===== src/rtl/piso_serializer.sv =====
// Parallel-in, serial-out word serializer with valid/ready load, frame strobe,
// optional even parity bit and a configurable idle gap after every frame.
module piso_serializer #(
  parameter int unsigned WIDTH     = 8,
  parameter bit          MSB_FIRST = 1'b1,
  parameter bit          PARITY_EN = 1'b1,
  parameter int unsigned GAP       = 1
) (
  input  logic             Clk,
  input  logic             rst,
  input  logic [WIDTH-1:0] din,
  input  logic             din_valid,
  output logic             din_ready,
  output logic             sout,
  output logic             sframe,
  output logic             done,
  output logic             busy
);

  localparam int unsigned CNT_W = $clog2(WIDTH + 1);
  localparam int unsigned GAP_W = (GAP > 1) ? $clog2(GAP) : 1;
  localparam logic [GAP_W-1:0] GAP_LOAD = GAP_W'((GAP > 0) ? GAP - 1 : 0);

  typedef enum logic [1:0] {
    S_IDLE,
    S_SHIFT,
    S_PAR,
    S_GAP
  } state_t;

  state_t             state_q, state_d;
  logic [WIDTH-1:0]   shreg_q, shreg_d;
  logic [CNT_W-1:0]   cnt_q, cnt_d;
  logic [GAP_W-1:0]   gcnt_q, gcnt_d;
  logic               par_q, par_d;
  logic               sout_q, sout_d;
  logic               sframe_q, sframe_d;
  logic               done_q, done_d;

  // Next-state and next-output logic; sout/sframe/done default to idle values.
  always_comb begin
    state_d  = state_q;
    shreg_d  = shreg_q;
    cnt_d    = cnt_q;
    gcnt_d   = gcnt_q;
    par_d    = par_q;
    sout_d   = 1'b0;
    sframe_d = 1'b0;
    done_d   = 1'b0;

    case (state_q)
      S_IDLE: begin
        if (din_valid) begin
          shreg_d  = din;
          par_d    = ^din;
          sout_d   = MSB_FIRST ? din[WIDTH-1] : din[0];
          sframe_d = 1'b1;
          cnt_d    = CNT_W'(WIDTH - 1);
          state_d  = S_SHIFT;
        end
      end

      S_SHIFT: begin
        if (cnt_q == '0) begin
          if (PARITY_EN) begin
            sout_d   = par_q;
            sframe_d = 1'b1;
            done_d   = 1'b1;
            state_d  = S_PAR;
          end else begin
            gcnt_d  = GAP_LOAD;
            state_d = (GAP > 0) ? S_GAP : S_IDLE;
          end
        end else begin
          // The bit shown now sits at the output end; present its neighbour next.
          shreg_d  = MSB_FIRST ? {shreg_q[WIDTH-2:0], 1'b0} : {1'b0, shreg_q[WIDTH-1:1]};
          sout_d   = MSB_FIRST ? shreg_q[WIDTH-2] : shreg_q[1];
          sframe_d = 1'b1;
          cnt_d    = cnt_q - CNT_W'(1);
          done_d   = (cnt_q == CNT_W'(1)) && !PARITY_EN;
        end
      end

      S_PAR: begin
        gcnt_d  = GAP_LOAD;
        state_d = (GAP > 0) ? S_GAP : S_IDLE;
      end

      S_GAP: begin
        if (gcnt_q == '0) begin
          state_d = S_IDLE;
        end else begin
          gcnt_d = gcnt_q - GAP_W'(1);
        end
      end

      default: state_d = S_IDLE;
    endcase
  end

  always_ff @(posedge Clk or negedge rst) begin
    if (!rst) begin
      state_q  <= S_IDLE;
      shreg_q  <= '0;
      cnt_q    <= '0;
      gcnt_q   <= '0;
      par_q    <= 1'b0;
      sout_q   <= 1'b0;
      sframe_q <= 1'b0;
      done_q   <= 1'b0;
    end else begin
      state_q  <= state_d;
      shreg_q  <= shreg_d;
      cnt_q    <= cnt_d;
      gcnt_q   <= gcnt_d;
      par_q    <= par_d;
      sout_q   <= sout_d;
      sframe_q <= sframe_d;
      done_q   <= done_d;
    end
  end

  assign sout      = sout_q;
  assign sframe    = sframe_q;
  assign done      = done_q;
  assign din_ready = (state_q == S_IDLE);
  assign busy      = (state_q != S_IDLE);

endmodule


===== config.mk =====
export PLATFORM = sky130hd
export DESIGN_NAME = piso_serializer
export DESIGN_NICKNAME = d
export VERILOG_FILES = /design/src/rtl/piso_serializer.sv
export SDC_FILE = /design/constraint.sdc
export NUM_CORES = 1
export LEC_CHECK = 0
export CAP_MARGIN = 5
export CORE_AREA = 2 2 46 52
export DETAILED_ROUTE_END_ITERATION = 16
export DIE_AREA = 0 0 48 54
export GPL_ROUTABILITY_DRIVEN = 0
export PLACE_DENSITY = 0.73
export SLEW_MARGIN = 20
export SYNTH_ARGS = -nofsm -noshare
export SYNTH_HDL_FRONTEND = slang
export SYNTH_SLANG_ARGS = --single-unit

===== constraint.sdc =====
create_clock -name Clk -period 1.9 [get_ports Clk]
set_clock_uncertainty 0.1 [all_clocks]
set_input_delay 0.285 -clock Clk [delete_from_list [all_inputs] [get_ports Clk]]
set_output_delay 0.285 -clock Clk [all_outputs]
set_load 0.02 [all_outputs]

==> results of run 1 <==
[layer usage]
metal / up-vias / GRT usage
met2: 10 / 0.280
met5: - / 0
met3: 2 / 0.0403
met4: 0 / 0.0541
li1: 402 / -
met1: 380 / 0.181
[synthesized netlist by cell type, drive strengths merged]
library cell / instances
xnor2: 7
or3: 1
a31oi: 1
a21oi: 12
or3b: 1
buf: 4
nand2: 6
nor2: 14
dfrtp: 17
ha: 5
and2: 1
o21ai: 9
nand2b: 2
nor3b: 1
mux2i: 6
a211oi: 2
nand3: 2
a41o: 1
inv: 5
a31o: 1
nor3: 2
and3: 1
a32o: 1
nor2b: 1
[critical path: stages (launching register included)]
cell and delay, ns:
dfrtp_1 0.39, inv_1 0.16, ha_4 0.19, inv_1 0.07, dlygate4sd2_1 0.32
[kinds of logic after synthesis]
family                   Yosys count
XOR/XNOR                           7
AND/OR/NAND/NOR                   32
flip-flops                        17
buffers and inverters              9
adder cells (fa/ha/maj)            5
multiplexers                       6
AO/OA/AOI/OAI                     27
[placed cells by master, fill, tap and decap left out, drive strengths merged, types with 4 or more instances in the layout]
cell type      Yosys  layout
clkdlybuf4s50      0      13
nand2              6       6
mux2i              6       6
nor2              14      14
o21ai              9       9
xnor2              7       7
buf                4       7
dfrtp             17      17
inv                5       5
a21oi             12      12
ha                 5       5
clkbuf             0       4
[power by group through the flow]
| stage | clock [µW] | sequential [µW] | combinational (µW) |
|---|---|---|---|
| after floorplan | 0 | 615 | 723 |
| after detailed placement | 0 | 615 | 994 |
| after CTS | 201 | 605 | 983 |
| after global placement | 0 | 606 | 952 |
| final | 193 | 606 | 1060 |
| after global routing | 219 | 621 | 1190 |
[through the flow]
stage,utilization,hold WS (ns)
floorplan,-,-0.111
global placement,0.551,0.363
detailed placement,0.551,0.372
CTS,0.563,0.224
global route,0.577,0.233
finish,0.577,0.221
[how the worst min path moves through the flow]
stage | start | endpoint | slack, ns | depth (start not counted)
4_1_cts | rst | done | 0.22 | 2
2_1_floorplan | rst | cnt_q[0] | -0.11 | 0
3_3_place_gp | par_q | par_q | 0.36 | 2
5_1_grt | rst | done | 0.23 | 2
3_5_place_dp | par_q | par_q | 0.37 | 2
6_report | rst | cnt_q[2] | 0.22 | 2
[cell type report]
type / instances / area, µm²
fillers: 211 / 906
multi-input cells: 77 / 524
flip-flops and latches: 17 / 425
repair buffers: 22 / 201
well taps: 30 / 37.5
clock buffers: 4 / 26.3
inverters: 5 / 18.8
[flip-flops by register name (all words and copies together) (netlist names)]
name,cells
shreg_q,7
cnt_q,4
state_q,2
done,1
par_q,1
sframe,1
sout,1
[what timing repair did]
action,4_1_cts,5_1_grt
pin swaps,0,1
gates resized for setup,3,4
setup endpoints to repair,2,6
gates cloned,0,1
==> out/results.ini, run 1 <==
[status]
status=complete, no violations

[finish]
synthToLayoutAreaGrowth_pct=25.0
drive_gt1_frac=0.128
nNetsFinal=142
antennaDiodeCount=0
fin_area_mm2=0.00123
fin_cells=155

[power]
clkPwrFrac=0.104
p_total_uw=1860
p_int_uw=1080
sw_frac_of_total=0.422
peakVddDrop_mv=0.818
p_leak_uw=0.000528
p_per_area_mw_per_mm2=1510
p_seq_frac=0.326
combPwrFrac=0.570
switchingPower_uw=785

[routing]
vias_per_cell=5.12
drt_iter0_markers=10
wl_met3_um=52
top_layer=met4
drcViolationCount=0
wl_met2_um=1010
first_pass_iters=4
wirelength_um=1940
vias=794
ant_nets=0
wl_met1_um=863
drt-wirelength-per-cell_um=12.5

[job]
maxCapViolCount=0

[setup_path]
required_ns=1.51
endpoint=busy
r2r_setup_slack_ns=0.13
worstRegToRegCells=7
worstReg2RegEnd=shreg_q[1]
worst-path-max-fanout=6
start_kind=flop
cp.arrival_ns=1.41
setup.worst_path.class=flop to primary output
startpoint=state_q[0]
reg2reg_from=cnt_q[0]
end_kind=primary output

[clocking]
cts_buffers=3
clock_latency_ns=0.28
cts_sinks=17
cts_tree=done
postCtsHoldBufs=0
postCtsSetupRepairBufs=0
clkTransAtPathRegs_ns=0.10
htreeDepth=1
cts_root_buf=clkbuf_4
ctsLongestPathBuffers=2

[synth]
ys_seq_area_frac=0.431
synthesis.nets=119
synthMuxAreaShare=0.0608
netlist_area_um2=987
avgSynthCellArea_um2=9.58
yosysTopAreaCell=dfrtp_1
synth-simple-area-share=0.151
synth_cell_types=27
postSynthCellCount=103
synthAdderAreaFrac=0.0634
synth_top_family_by_area=compound AO/OA/AOI/OAI gates
synth-xor-area-share=0.0621
ys_top_cells_by_area=dfrtp_1 (43%), ha_1 (6.3%), xnor2_1 (6.2%)
synth_compound_area_frac=0.171
synth_top_area_share=0.431
ys_warn_count=0
ys_ff_latch=17

[global_routing]
grt_pass1_vias=708
grt-ovfl-total=0
grt_max_degree=18
global_route.usage.total=0.159
grt_first_pass_wirelength_um=2880
grt_antenna_before_repair=0

[sta]
worst_pin_slew_ns=0.470
clock.fmax_mhz=557
hold_violations=0
slew_violations=0
worst_slack_ns=0.106
finalCriticalPeriod_ns=1.79
slew-limit-headroom=0.686
rsz0062_at_grt=false
fin_crit_sh=0.944
final.setup.tns_ns=0
finalSetupViolations=0

[die]
die-area_mm2=0.00259
io_pins=16
coreArea_mm2=0.00214
start_util=0.461
rows=18
die_w_um=48
fp.dieH_um=54

[place]
place_inst=150
numPortBuffers=15
post-place-ws_ns=0.0928
dp_hpwl_um=1410
dpl-instance-area_mm2=0.00118

[worst_hold_path]
hold_path_class=primary input to asynchronous set/reset pin

Note: power is estimated with default switching activity, not from simulation.
==> inputs of run 2 (changes only) <==
HOLD_SLACK_MARGIN = 0.02   (was unset)
==> results of run 2 <==
Same layout as run 1: the final DEF is identical, and so are final timing and power.
==> inputs of run 3 (changes only) <==
CTS_BUF_LIST = sky130_fd_sc_hd__clkbuf_16   (was unset)
==> run 3 against run 2 <==
Against the previous run:
- final cell count down 0.65%
- sequential share of layout area fell by 0.72 points
- die area unchanged
- critical endpoint unchanged
- critical path depth unchanged
- largest cell class unchanged
- combinational power fell by 8%
- clock power is 120% higher
==> out/results.ini, run 3 (synthesis gave the netlist of run 1 again) <==
[status]
status=complete, no violations

[sta]
final.setup.tns_ns=0  ; unchanged
rsz0062_at_grt=false
finalCriticalPeriod_ns=1.78  ; -0.0176 ns
slew_violations=0  ; unchanged
holdWs_ns=0.268  ; +0.0467 ns
worst_pin_slew_ns=0.370  ; -0.101 ns
hold_violations=0  ; unchanged
slew-limit-headroom=0.753  ; +0.0672
clock.fmax_mhz=563  ; +0.99%
finalSetupViolations=0  ; unchanged
fin_crit_sh=0.935  ; -0.00926

[finish]
nNetsFinal=141  ; -0.70%
synthToLayoutAreaGrowth_pct=27.6
top_regs=shreg_q: 7 flops, cnt_q: 4 flops, state_q: 2 flops
fillers=207  ; -1.9%
final_common_cell=dfrtp_1
largest-register=shreg_q
drive_gt1_frac=0.121  ; -0.00703
antennaDiodeCount=0  ; unchanged
largest_register_ffs=7  ; unchanged
fin_area_mm2=0.00126  ; +2.1%
final_cell_mix=dfrtp_1 (17), nor2_1 (14), clkdlybuf4s50_1 (13), a21oi_1 (11), o21ai_0 (8)
fin_cells=154  ; -0.65%

[clocking]
htreeDepth=1  ; unchanged
postCtsSetupRepairBufs=0  ; unchanged
cts_root_buf=clkbuf_16
cts_sinks=17  ; unchanged
cts_tree=done
cts_buffers=3  ; unchanged
clock_latency_ns=0.25  ; -0.03 ns
ctsLongestPathBuffers=2  ; unchanged
clkTransAtPathRegs_ns=0.05  ; -0.05 ns

[place]
place_inst=150  ; unchanged
dpl-instance-area_mm2=0.00118  ; unchanged
dp_hpwl_um=1410  ; unchanged
numPortBuffers=15  ; unchanged

[setup_path]
worstReg2RegEnd=shreg_q[1]
worst-path-max-fanout=6  ; unchanged
crit_path_cell_trace=inv_1, ha_2, inv_1, dlygate4sd2_1
end_kind=primary output
slowest_delay_ns=0.37  ; -0.02 ns
setup.worst_path.class=flop to primary output
crit_top_cell=inv_1
slowest_stage=dfrtp_1
start_kind=flop
cp.arrival_ns=1.39  ; -0.02 ns
reg2reg_from=cnt_q[0]
required_ns=1.51  ; about the same
worstRegToRegCells=8  ; +1
r2r_setup_slack_ns=0.15  ; +0.02 ns

[routing]
drcViolationCount=0  ; unchanged
ant_nets=0  ; unchanged
drt-wirelength-per-cell_um=12.1  ; -3.2%
vias_per_cell=4.99  ; -2.5%
first_pass_iters=4  ; unchanged
vias=769  ; -3.1%
drt_iter0_markers=16  ; +6
wirelength_um=1870  ; -3.8%

[die]
start_util=0.461  ; unchanged
io_pins=16  ; unchanged
fp.dieH_um=54  ; unchanged
die_w_um=48  ; unchanged
die-area_mm2=0.00259  ; unchanged
rows=18  ; unchanged
coreArea_mm2=0.00214  ; unchanged

[global_routing]
global_route.usage.total=0.165  ; +0.00602
grt_first_pass_wirelength_um=2960  ; +2.9%
grt-ovfl-total=0  ; unchanged
grt_pass1_vias=728  ; +2.8%
grt_antenna_before_repair=0  ; unchanged
grt_max_degree=18  ; unchanged

[power]
peakVddDrop_mv=0.701  ; -14%
p_total_uw=2000  ; +7.4%
p_leak_uw=0.000547  ; +3.6%
p_per_area_mw_per_mm2=1590  ; +5.1%

[worst_hold_path]
hold_path_class=primary input to asynchronous set/reset pin

[job]
maxCapViolCount=0  ; unchanged

==> run 3: cell types whose count changed in the layout (fill, tap and decap cells not counted), sizes merged <==
cell	before	now
inv	5	6
clkbuf	4	3
buf	7	6
==> run 3: what timing repair did <==
item                                    CTS  global route
hold buffers                              0             0
gates resized for setup                   2             2
endpoints found under the hold margin     0             0
endpoints found under the setup margin    2             6
==> run 3: final cells by class <==
type / count / area (µm²) / share of cell area
clock buffer: 3 / 75.1 / 0.0596
clock inverter: 1 / 3.75 / 0.00298
inverter: 5 / 18.8 / 0.0149
multi-input combinational: 77 / 507 / 0.402
sequential: 17 / 425 / 0.338
tap: 30 / 37.5 / 0.0298
timing repair buffer: 21 / 193 / 0.153
==> run 3: routing by layer <==
| layer | vias to the layer above | wire, µm | share of wire | GRT usage |
|---|---|---|---|---|
| li1 | 397 | - | - | - |
| met1 | 354 | 842 | 0.45 | 0.183 |
| met2 | 13 | 916 | 0.49 | 0.284 |
| met3 | 5 | 58 | 0.031 | 0.0302 |
| met4 | 0 | 50 | 0.027 | 0.0946 |
| met5 | - | 0 | 0 | 0 |
==> run 3: worst max-delay path, delay by kind of cell (launching register included) <==
kind,cells,cell delay [ns]
adders and majority gates,1,0.24
buffers and inverters,3,0.52
DFF,1,0.37
==> run 3: report_power, final <==
part	internal [µW]	total, µW	switching [µW]	leakage (µW)
Sequential	517	608	90.6	0.000199
Clock	279	417	138	0.0000423
Combinational	435	973	538	0.000306
Total	1230	2000	766	0.000547
==> run 3: how the worst max path moves through the flow <==
stage / slack [ns] / cells after the start / end / startpoint
5_1_grt: 0.004 / 8 / shreg_q[3] / cnt_q[1]
2_1_floorplan: 0.11 / 7 / shreg_q[2] / state_q[0]
4_1_cts: 0.06 / 4 / busy / state_q[0]
6_report: 0.12 / 4 / busy / state_q[0]
3_5_place_dp: 0.09 / 4 / busy / state_q[0]
3_3_place_gp: 0.13 / 6 / cnt_q[1] / cnt_q[1]
==> run 3: stage by stage <==
| stage | setup WS, ns | utilization |
|---|---|---|
| floorplan | 0.113 | - |
| global placement | 0.129 | 0.551 |
| detailed placement | 0.0928 | 0.551 |
| CTS | 0.0566 | 0.587 |
| global route | 0.00361 | 0.589 |
| finish | 0.124 | 0.589 |
